**src/rtl/pay_validator_fsm.sv**
```systemverilog
// Payment validator: accumulates coin credit, checks a selected price and hands the vend/refund result to the dispenser.
// Optional feature macro: PAY_TIMEOUT_EN (auto-refund after TIMEOUT_CYC idle cycles in COLLECT).
module pay_validator_fsm #(
    parameter int AMT_W       = 8,
    parameter int PRICE_W     = 6,
    parameter int COIN_W      = 4,
    parameter int TIMEOUT_CYC = 255
) (
    input  logic               clk,
    input  logic               rst,
    input  logic               coin_valid,
    input  logic [COIN_W-1:0]  coin_val,
    output logic               coin_ready,
    input  logic               sel_valid,
    input  logic [PRICE_W-1:0] price,
    input  logic               cancel,
    input  logic               out_ready,
    output logic               vend_valid,
    output logic               refund_valid,
    output logic [AMT_W-1:0]   change,
    output logic [AMT_W-1:0]   credit,
    output logic               short_err,
    output logic               ovf_err
);

    typedef enum logic [1:0] {IDLE, COLLECT, VEND, REFUND} state_t;

    state_t           state, state_n;
    logic [AMT_W-1:0] credit_n, change_n;
    logic             vend_n, refund_n, short_n, ovf_n, ready_n;
    logic [AMT_W:0]   sum;
    logic [AMT_W-1:0] price_ext;
    logic             coin_take, coin_acc, tmo;

    // Carry bit of sum flags a coin that would overflow the credit register.
    assign sum       = {1'b0, credit} + (AMT_W+1)'(coin_val);
    assign price_ext = AMT_W'(price);
    assign coin_take = coin_valid & coin_ready & ~cancel & ~sel_valid;
    assign coin_acc  = coin_take & ~sum[AMT_W];

`ifdef PAY_TIMEOUT_EN
    localparam int             TMR_W    = $clog2(TIMEOUT_CYC + 1);
    localparam logic [TMR_W-1:0] TMR_LOAD = TMR_W'(TIMEOUT_CYC - 1);

    logic [TMR_W-1:0] timer, timer_n;

    // Down-counter loaded on COLLECT entry and on every coin/short event; zero means expired.
    assign tmo = (timer == '0);

    always_comb begin
        timer_n = timer;
        if (state_n != COLLECT)
            timer_n = '0;
        else if (state != COLLECT || coin_acc || short_n)
            timer_n = TMR_LOAD;
        else
            timer_n = timer - 1'b1;
    end

    always_ff @(posedge clk or posedge rst) begin
        if (rst) timer <= '0;
        else     timer <= timer_n;
    end
`else
    assign tmo = 1'b0;
`endif

    always_comb begin
        state_n  = state;
        credit_n = credit;
        change_n = change;
        short_n  = 1'b0;
        ovf_n    = 1'b0;
        case (state)
            IDLE, COLLECT: begin
                if (cancel && state == COLLECT) begin
                    change_n = credit;
                    state_n  = REFUND;
                end else if (sel_valid) begin
                    if (credit >= price_ext) begin
                        change_n = credit - price_ext;
                        state_n  = VEND;
                    end else begin
                        short_n = 1'b1;
                    end
                end else if (coin_take) begin
                    if (state == IDLE) begin
                        credit_n = AMT_W'(coin_val);
                        state_n  = COLLECT;
                    end else if (sum[AMT_W]) begin
                        ovf_n = 1'b1;
                    end else begin
                        credit_n = sum[AMT_W-1:0];
                    end
                end else if (tmo && state == COLLECT) begin
                    change_n = credit;
                    state_n  = REFUND;
                end
            end
            VEND, REFUND: begin
                if (out_ready) begin
                    credit_n = '0;
                    change_n = '0;
                    state_n  = IDLE;
                end
            end
            default: state_n = IDLE;
        endcase
        vend_n   = (state_n == VEND);
        refund_n = (state_n == REFUND);
        ready_n  = (state_n == IDLE) || (state_n == COLLECT);
    end

    always_ff @(posedge clk or posedge rst) begin
        if (rst) begin
            state        <= IDLE;
            credit       <= '0;
            change       <= '0;
            vend_valid   <= 1'b0;
            refund_valid <= 1'b0;
            short_err    <= 1'b0;
            ovf_err      <= 1'b0;
            coin_ready   <= 1'b0;
        end else begin
            state        <= state_n;
            credit       <= credit_n;
            change       <= change_n;
            vend_valid   <= vend_n;
            refund_valid <= refund_n;
            short_err    <= short_n;
            ovf_err      <= ovf_n;
            coin_ready   <= ready_n;
        end
    end

endmodule

```
**config.mk**
```make
export PLATFORM = sky130hd
export DESIGN_NAME = pay_validator_fsm
export DESIGN_NICKNAME = d
export VERILOG_FILES = /design/src/rtl/pay_validator_fsm.sv
export SDC_FILE = /design/constraint.sdc
export NUM_CORES = 1
export LEC_CHECK = 0
export BUFFER_PORTS_ARGS = -buffer_cell sky130_fd_sc_hd__clkbuf_2
export CORE_MARGIN = 4
export CORE_UTILIZATION = 35
export CTS_CLUSTER_SIZE = 8
export DETAILED_ROUTE_END_ITERATION = 6
export PLACE_DENSITY = 0.57
export REMOVE_ABC_BUFFERS = 1
export SKIP_LAST_GASP = 1
export SLEW_MARGIN = 20
export SYNTH_ARGS = -nofsm -noshare
export SYNTH_HDL_FRONTEND = slang
export SYNTH_SLANG_ARGS = --single-unit
```
**constraint.sdc**
```tcl
create_clock -name clk -period 3.2 [get_ports clk]
set_input_delay 0.16 -clock clk [delete_from_list [all_inputs] [get_ports clk]]
set_output_delay 0.16 -clock clk [all_outputs]
set_load 0.005 [all_outputs]
```
==> results of run 1 <==
==> metrics by stage <==
stage | power, mW | std cells | utilization
3_3_place_gp | 1.19 | 258 | 0.421
3_5_place_dp | 1.19 | 258 | 0.421
5_1_grt | 1.51 | 262 | 0.431
2_1_floorplan | 0.970 | 168 | -
6_report | 1.37 | 262 | 0.431
4_1_cts | 1.38 | 262 | 0.431
==> layout make-up <==
class	instances	area, um2	area share
clock buffer	4	45.0	0.0233
multi-input combinational	135	1010	0.524
tap	52	65.1	0.0337
inverter	10	37.5	0.0195
sequential	23	576	0.298
timing repair buffer	38	195	0.101
==> worst max path at each step <==
stage | cells past startpoint | start | end | slack (ps)
global route | 8 | credit[0] | change[5] | 700
finish | 8 | credit[0] | change[5] | 840
floorplan | 8 | credit[0] | change[5] | 1020
global placement | 8 | credit[0] | change[5] | 910
CTS | 8 | credit[0] | change[5] | 830
detailed placement | 8 | credit[0] | change[5] | 850
==> sequential cells by signal, summed over array words and instances (netlist names) <==
register / flops
credit: 8
short_err: 1
state: 2
change: 8
refund_valid: 1
coin_ready: 1
vend_valid: 1
ovf_err: 1
==> per-layer routing <==
metal	GRT usage	part of all wire
met4	0.0427	0.0059
met5	0	0
met2	0.240	0.46
met1	0.207	0.49
met3	0.0187	0.037
==> kinds of logic (layout without fill, tap and decap cells) <==
kind of cell,count (synthesis),in the layout,synth area share
AOI/OAI and AO/OA,64,64,0.294
xor gates and xnor gates,4,4,0.0210
muxes,3,3,0.0180
DFF,23,23,0.345
adders and majority gates,12,12,0.0991
buffers and inverters,17,52,0.0480
and+or+nand+nor,52,52,0.174
==> power groups by stage <==
stage / clock network, mW / logic (mW) / registers [mW]
finish: 0.186 / 0.696 / 0.484
global route: 0.203 / 0.799 / 0.504
CTS: 0.192 / 0.707 / 0.485
detailed placement: 0 / 0.702 / 0.489
global placement: 0 / 0.702 / 0.490
floorplan: 0 / 0.500 / 0.470
==> cells in the final DEF (no fill, tap or decap), types with 3 or more instances in the layout <==
cell       count
clkbuf_2      36
dfrtp_1       23
nand2_1       16
a21oi_1       12
inv_1         10
o21ai_0       10
ha_1          10
nor2_1         9
o31ai_1        9
o2bb2ai_1      7
nand2b_1       4
a21o_1         4
xor2_1         3
mux2i_1        3
clkbuf_8       3
==> flow_metrics.py, run 1 <==
metrics = {
    "grt": {
        "antenna_found_initial": 0,
        "grt_use_total": 0.148,
        "grt_pass1_vias": 1465,
        "grt_pass1_wl_um": 7160,
        "grt-ovfl-total": 0,
        "grt_max_degree": 24,
    },
    "power": {
        "power_per_cell_area_nw_per_um2": 708,
        "pwr-share-comb": 0.509,
        "peakVddDrop_mv": 0.281,
        "swShare": 0.426,
        "switchingPower_mw": 0.582,
        "clock_power_share": 0.136,
        "power.leakage_nw": 0.958,
        "sequentialPowerShare": 0.354,
        "intPower_mw": 0.784,
    },
    "critical_path": {
        "critPathMaxStageDelay_ps": 430,
        "critPathKind": "reg2reg",
        "cp-end-kind": "register",
        "r2r_start": "credit[0]",
        "start_kind": "register",
        "crit_family": "compound AO/OA/AOI/OAI gates",
        "crit_buf_inv": 1,
        "crit_fanout": 8,
        "r2r_end": "change[5]",
        "slowest_stage": "dfrtp_1",
        "crit_arrival_ps": 2510,
        "required_ps": 3350,
        "path_cells": "inv_1, ha_1, fa_1, nand2b_2, a21oi_4, o31a_4, o221ai_4, a221o_1",
        "r2r_cells": 8,
        "r2r_slack_ps": 840,
    },
    "synthesis": {
        "yosys.area.top_type": "dfrtp_1",
        "synth_area_um2": 1670,
        "async_reset_ff_frac": 1.00,
        "synth-seq-cells": 23,
        "synthFlopType": "dfrtp_1",
        "synthCells": 175,
        "ys_top_cells_by_area": "dfrtp_1, ha_1, o31ai_1",
        "synth_seq_area_share": 0.345,
        "syn_area_per_cell_um2": 9.52,
        "synth_cell_types": 58,
        "synth_top_cell_area_share": 0.345,
        "yosysMostFrequentCell": "dfrtp_1",
        "ys_top_cells_by_count": "dfrtp_1, nand2_1, a21oi_1",
        "ys_warn_count": 0,
        "synth_edf_count": 0,
    },
    "clocking": {
        "clock_sinks": 23,
        "insertion_delay_ps": 270,
        "cts_resized": 0,
        "h-tree-depth": 1,
        "clk_path_buf_depth": 2,
        "holdBufCountCts": 0,
        "post_cts_buffers": 0,
        "clkTransAtPathRegs_ps": 90,
        "cts_inserted_buffers": 3,
        "clockRootBuffer": "clkbuf_8",
        "cts_tree": "yes",
    },
    "route": {
        "ant_nets": 0,
        "viasPerCell": 5.45,
        "drc": 0,
        "firstDrtPassIters": 4,
        "vias": 1427,
        "wl_per_cell_um": 15.6,
        "postRouteWirelength_um": 4100,
        "drtIter0Drc": 74,
    },
    "floorplan": {
        "row_count": 24,
        "start_util": 0.372,
        "core_um2": 4470,
        "ios": 37,
        "die_area_um2": 5930,
        "die_width_um": 77.0,
        "die_h_um": 77.0,
    },
    "flow_run": {
        "max_cap_violations": 0,
    },
    "sta": {
        "finalCriticalPeriod_ps": 2360,
        "slew_headroom": 0.369,
        "fmax_mhz": 423,
        "finalCritPeriodShare": 0.738,
        "rsz0062_at_grt": "no",
        "setup_violations": 0,
        "setup_ws_ps": 837,
        "fin_worst_skew_ps": 11.1,
        "tns_ps": 0,
        "hold_violations": 0,
        "slew_viol_final": 0,
        "whs_ps": 66.2,
        "tightestPinTransition_ps": 945,
    },
    "status": {
        "status": "completed",
    },
    "min_path": {
        "hold_class": "in2async",
    },
    "placed_design": {
        "placed_area_um2": 1880,
        "hpwl_um": 3080,
        "place_ws_ps": 846,
        "gp_congestion": 0.814,
        "port_buffers": 36,
    },
    "cells_and_area": {
        "final_area_um2": 1930,
        "drive_gt1_frac": 0.262,
        "antenna_cells": 0,
        "final_nets": 239,
        "fillers": 452,
        "syn_to_final_growth_pct": 15.8,
    },
}
(Power assumes the default switching activity.)
==> run 2, diff against run 1 <==
--- a/config.mk
+++ b/config.mk
@@ -10,7 +10,7 @@
 export CORE_UTILIZATION = 35
 export CTS_CLUSTER_SIZE = 8
 export DETAILED_ROUTE_END_ITERATION = 6
-export PLACE_DENSITY = 0.57
+export PLACE_DENSITY = 0.59
 export REMOVE_ABC_BUFFERS = 1
 export SKIP_LAST_GASP = 1
 export SLEW_MARGIN = 20
==> constraint.sdc (replaced) <==
create_clock -name clk -period 1.9 [get_ports clk]
set_input_delay 0.095 -clock clk [delete_from_list [all_inputs] [get_ports clk]]
set_output_delay 0.095 -clock clk [all_outputs]
set_load 0.005 [all_outputs]
==> run 2 against run 1 <==
Net effect:
- the flow now finishes with violations (setup timing)
- non-clock buffer count grew 25
- maximum frequency grew 20%
- setup slack lost 910 ps
- global-route usage grew 0.38 points
- hold slack lost 26 ps
- final cell count grew 9.5%
- critical path depth is the same
- critical endpoint unchanged
==> flow_metrics.py, run 2 (synthesis results as in run 1) <==
metrics = {
    "placed_design": {
        "placed_area_um2": 2040,
        "dp_cells": 279,
        "place_ws_ps": -214,
        "hpwl_um": 3230,
        "gp_congestion": 0.821,
        "port_buffers": 36,
    },
    "power": {
        "power.leakage_nw": 1.10,
        "pwr-share-comb": 0.612,
        "peakVddDrop_mv": 0.508,
        "intPower_mw": 1.59,
        "swShare": 0.413,
        "power_per_cell_area_nw_per_um2": 1220,
        "switchingPower_mw": 1.12,
        "clock_power_share": 0.115,
        "sequentialPowerShare": 0.273,
    },
    "sta": {
        "fmax_mhz": 507,
        "fin_worst_skew_ps": 4.10,
        "tns_ps": -306,
        "tightestPinTransition_ps": 356,
        "setup_violations": 9,
        "rsz0062_at_grt": "yes",
        "slew_viol_final": 0,
        "finalCritPeriodShare": 1.04,
        "finalCriticalPeriod_ps": 1970,
        "slew_headroom": 0.757,
        "setup_ws_ps": -71.6,
        "hold_violations": 0,
    },
    "grt": {
        "antenna_found_initial": 0,
        "grt_pass1_wl_um": 7400,
        "grt_max_degree": 24,
        "grt-ovfl-total": 0,
        "grt_use_total": 0.152,
        "grt_pass1_vias": 1530,
    },
    "cells_and_area": {
        "fillers": 420,
        "final_nets": 264,
        "final_core_util": 0.494,
        "multi_input_area_um2": 1100,
        "regArea_um2": 576,
        "drive_gt1_frac": 0.413,
        "antenna_cells": 0,
        "syn_to_final_growth_pct": 32.7,
        "layout_commonest_cell": "clkbuf_2",
        "final_area_um2": 2210,
        "largestRegisters": "change x8, credit x8, state x2",
        "final_cell_mix": "clkbuf_2, buf_4, dfrtp_1",
        "finalNonFillerCells": 287,
    },
    "status": {
        "status": "complete, but fails checks",
        "failed_checks": "setup timing",
    },
    "floorplan": {
        "row_count": 24,
        "die_area_um2": 5930,
        "core_um2": 4470,
        "die_h_um": 77.0,
        "die_width_um": 77.0,
        "start_util": 0.372,
        "ios": 37,
    },
    "critical_path": {
        "cp-end-kind": "register",
        "crit_arrival_ps": 2120,
        "critPathMaxStageDelay_ps": 400,
        "crit_family": "compound AO/OA/AOI/OAI gates",
        "start_kind": "register",
        "r2r_start": "credit[0]",
        "cp-startpoint": "credit[0]",
        "required_ps": 2050,
        "crit_buf_inv": 1,
        "crit_fanout": 4,
        "slowest_stage": "dfrtp_1",
        "path_cells": "inv_1, ha_2, fa_2, nand2b_4, a21oi_4, o31a_4, o221ai_4, a221o_1",
        "critPathKind": "reg2reg",
    },
    "clocking": {
        "cts_inserted_buffers": 3,
        "clock_sinks": 23,
        "h-tree-depth": 1,
        "clockRootBuffer": "clkbuf_8",
        "cts_tree": "yes",
        "clk_path_buf_depth": 2,
        "clkTransAtPathRegs_ps": 90,
        "insertion_delay_ps": 260,
    },
    "route": {
        "viasPerCell": 5.29,
        "highest_layer": "met4",
        "drc": 0,
        "vias": 1519,
        "ant_nets": 0,
        "wl_met2_um": 2010,
        "wl_per_cell_um": 14.6,
        "met3_length_um": 207,
        "firstDrtPassIters": 4,
        "drtIter0Drc": 161,
        "drt-met1-wl_um": 1960,
        "postRouteWirelength_um": 4200,
    },
    "flow_run": {
        "max_cap_violations": 0,
    },
    "min_path": {
        "worstHoldStart": "out_ready",
        "hold_class": "in2reg",
    },
}
## run 2: cell count changes in the layout (fill, tap and decap cells not counted), sizes merged
cell / previous run / this run
dlygate4sd3: 0 / 1
buf: 2 / 26
## run 2: routing by layer
metal	global-route usage	vias to the layer above
li1	-	767
met1	0.217	721
met2	0.243	29
met3	0.0211	2
met4	0.0338	0
met5	0	-
## run 2: cell type report
type                    count  share of cell area
multi-input cells         135               0.497
flip-flops and latches     23               0.260
repair buffers             63               0.176
well taps                  52              0.0294
clock buffers               4              0.0204
inverters                  10              0.0170
## run 2: repair_timing
| item | CTS | global route |
|---|---|---|
| endpoints found under the setup margin | 18 | 19 |
| resized for setup | 16 | 7 |
| hold endpoints to repair | 23 | 0 |
| hold buffers | 1 | 0 |
| pin swaps | 8 | 6 |
| buffers inserted | 2 | 1 |
| cloned | 0 | 0 |
## run 2: final timing paths
check / endpoint / slack, ps / cells past startpoint
setup / recovery: change[5] / -70 / 8
hold / removal: refund_valid / 40 / 2
setup reg to reg: change[5] / -70 / 8
hold reg to reg: change[7] / 500 / 1
max in group asynchronous: credit[7] / 1260 / 4
min in group asynchronous: credit[1] / 390 / 4
## run 2: power by group through the flow
stage	clock (mW)	combinational [mW]	sequential (mW)
after CTS	0.326	1.60	0.735
after detailed placement	0	1.48	0.736
after global routing	0.349	1.84	0.764
after global placement	0	1.46	0.736
after floorplan	0	0.842	0.792
final	0.311	1.65	0.738
## run 2: worst register-to-register path: stages, from the launching register on
cell	delay, ps
dfrtp_1	400
inv_1	60
ha_2	180
fa_2	330
nand2b_4	160
a21oi_4	140
o31a_4	180
o221ai_4	100
a221o_1	320
## run 2: per-stage QoR
stage                     total power, mW  hold slack (ps)
final                                2.70             39.7
after global routing                 2.95             51.8
after CTS                            2.66             28.4
after detailed placement             2.21              148
after global placement               2.20              141
after floorplan                      1.63             96.9
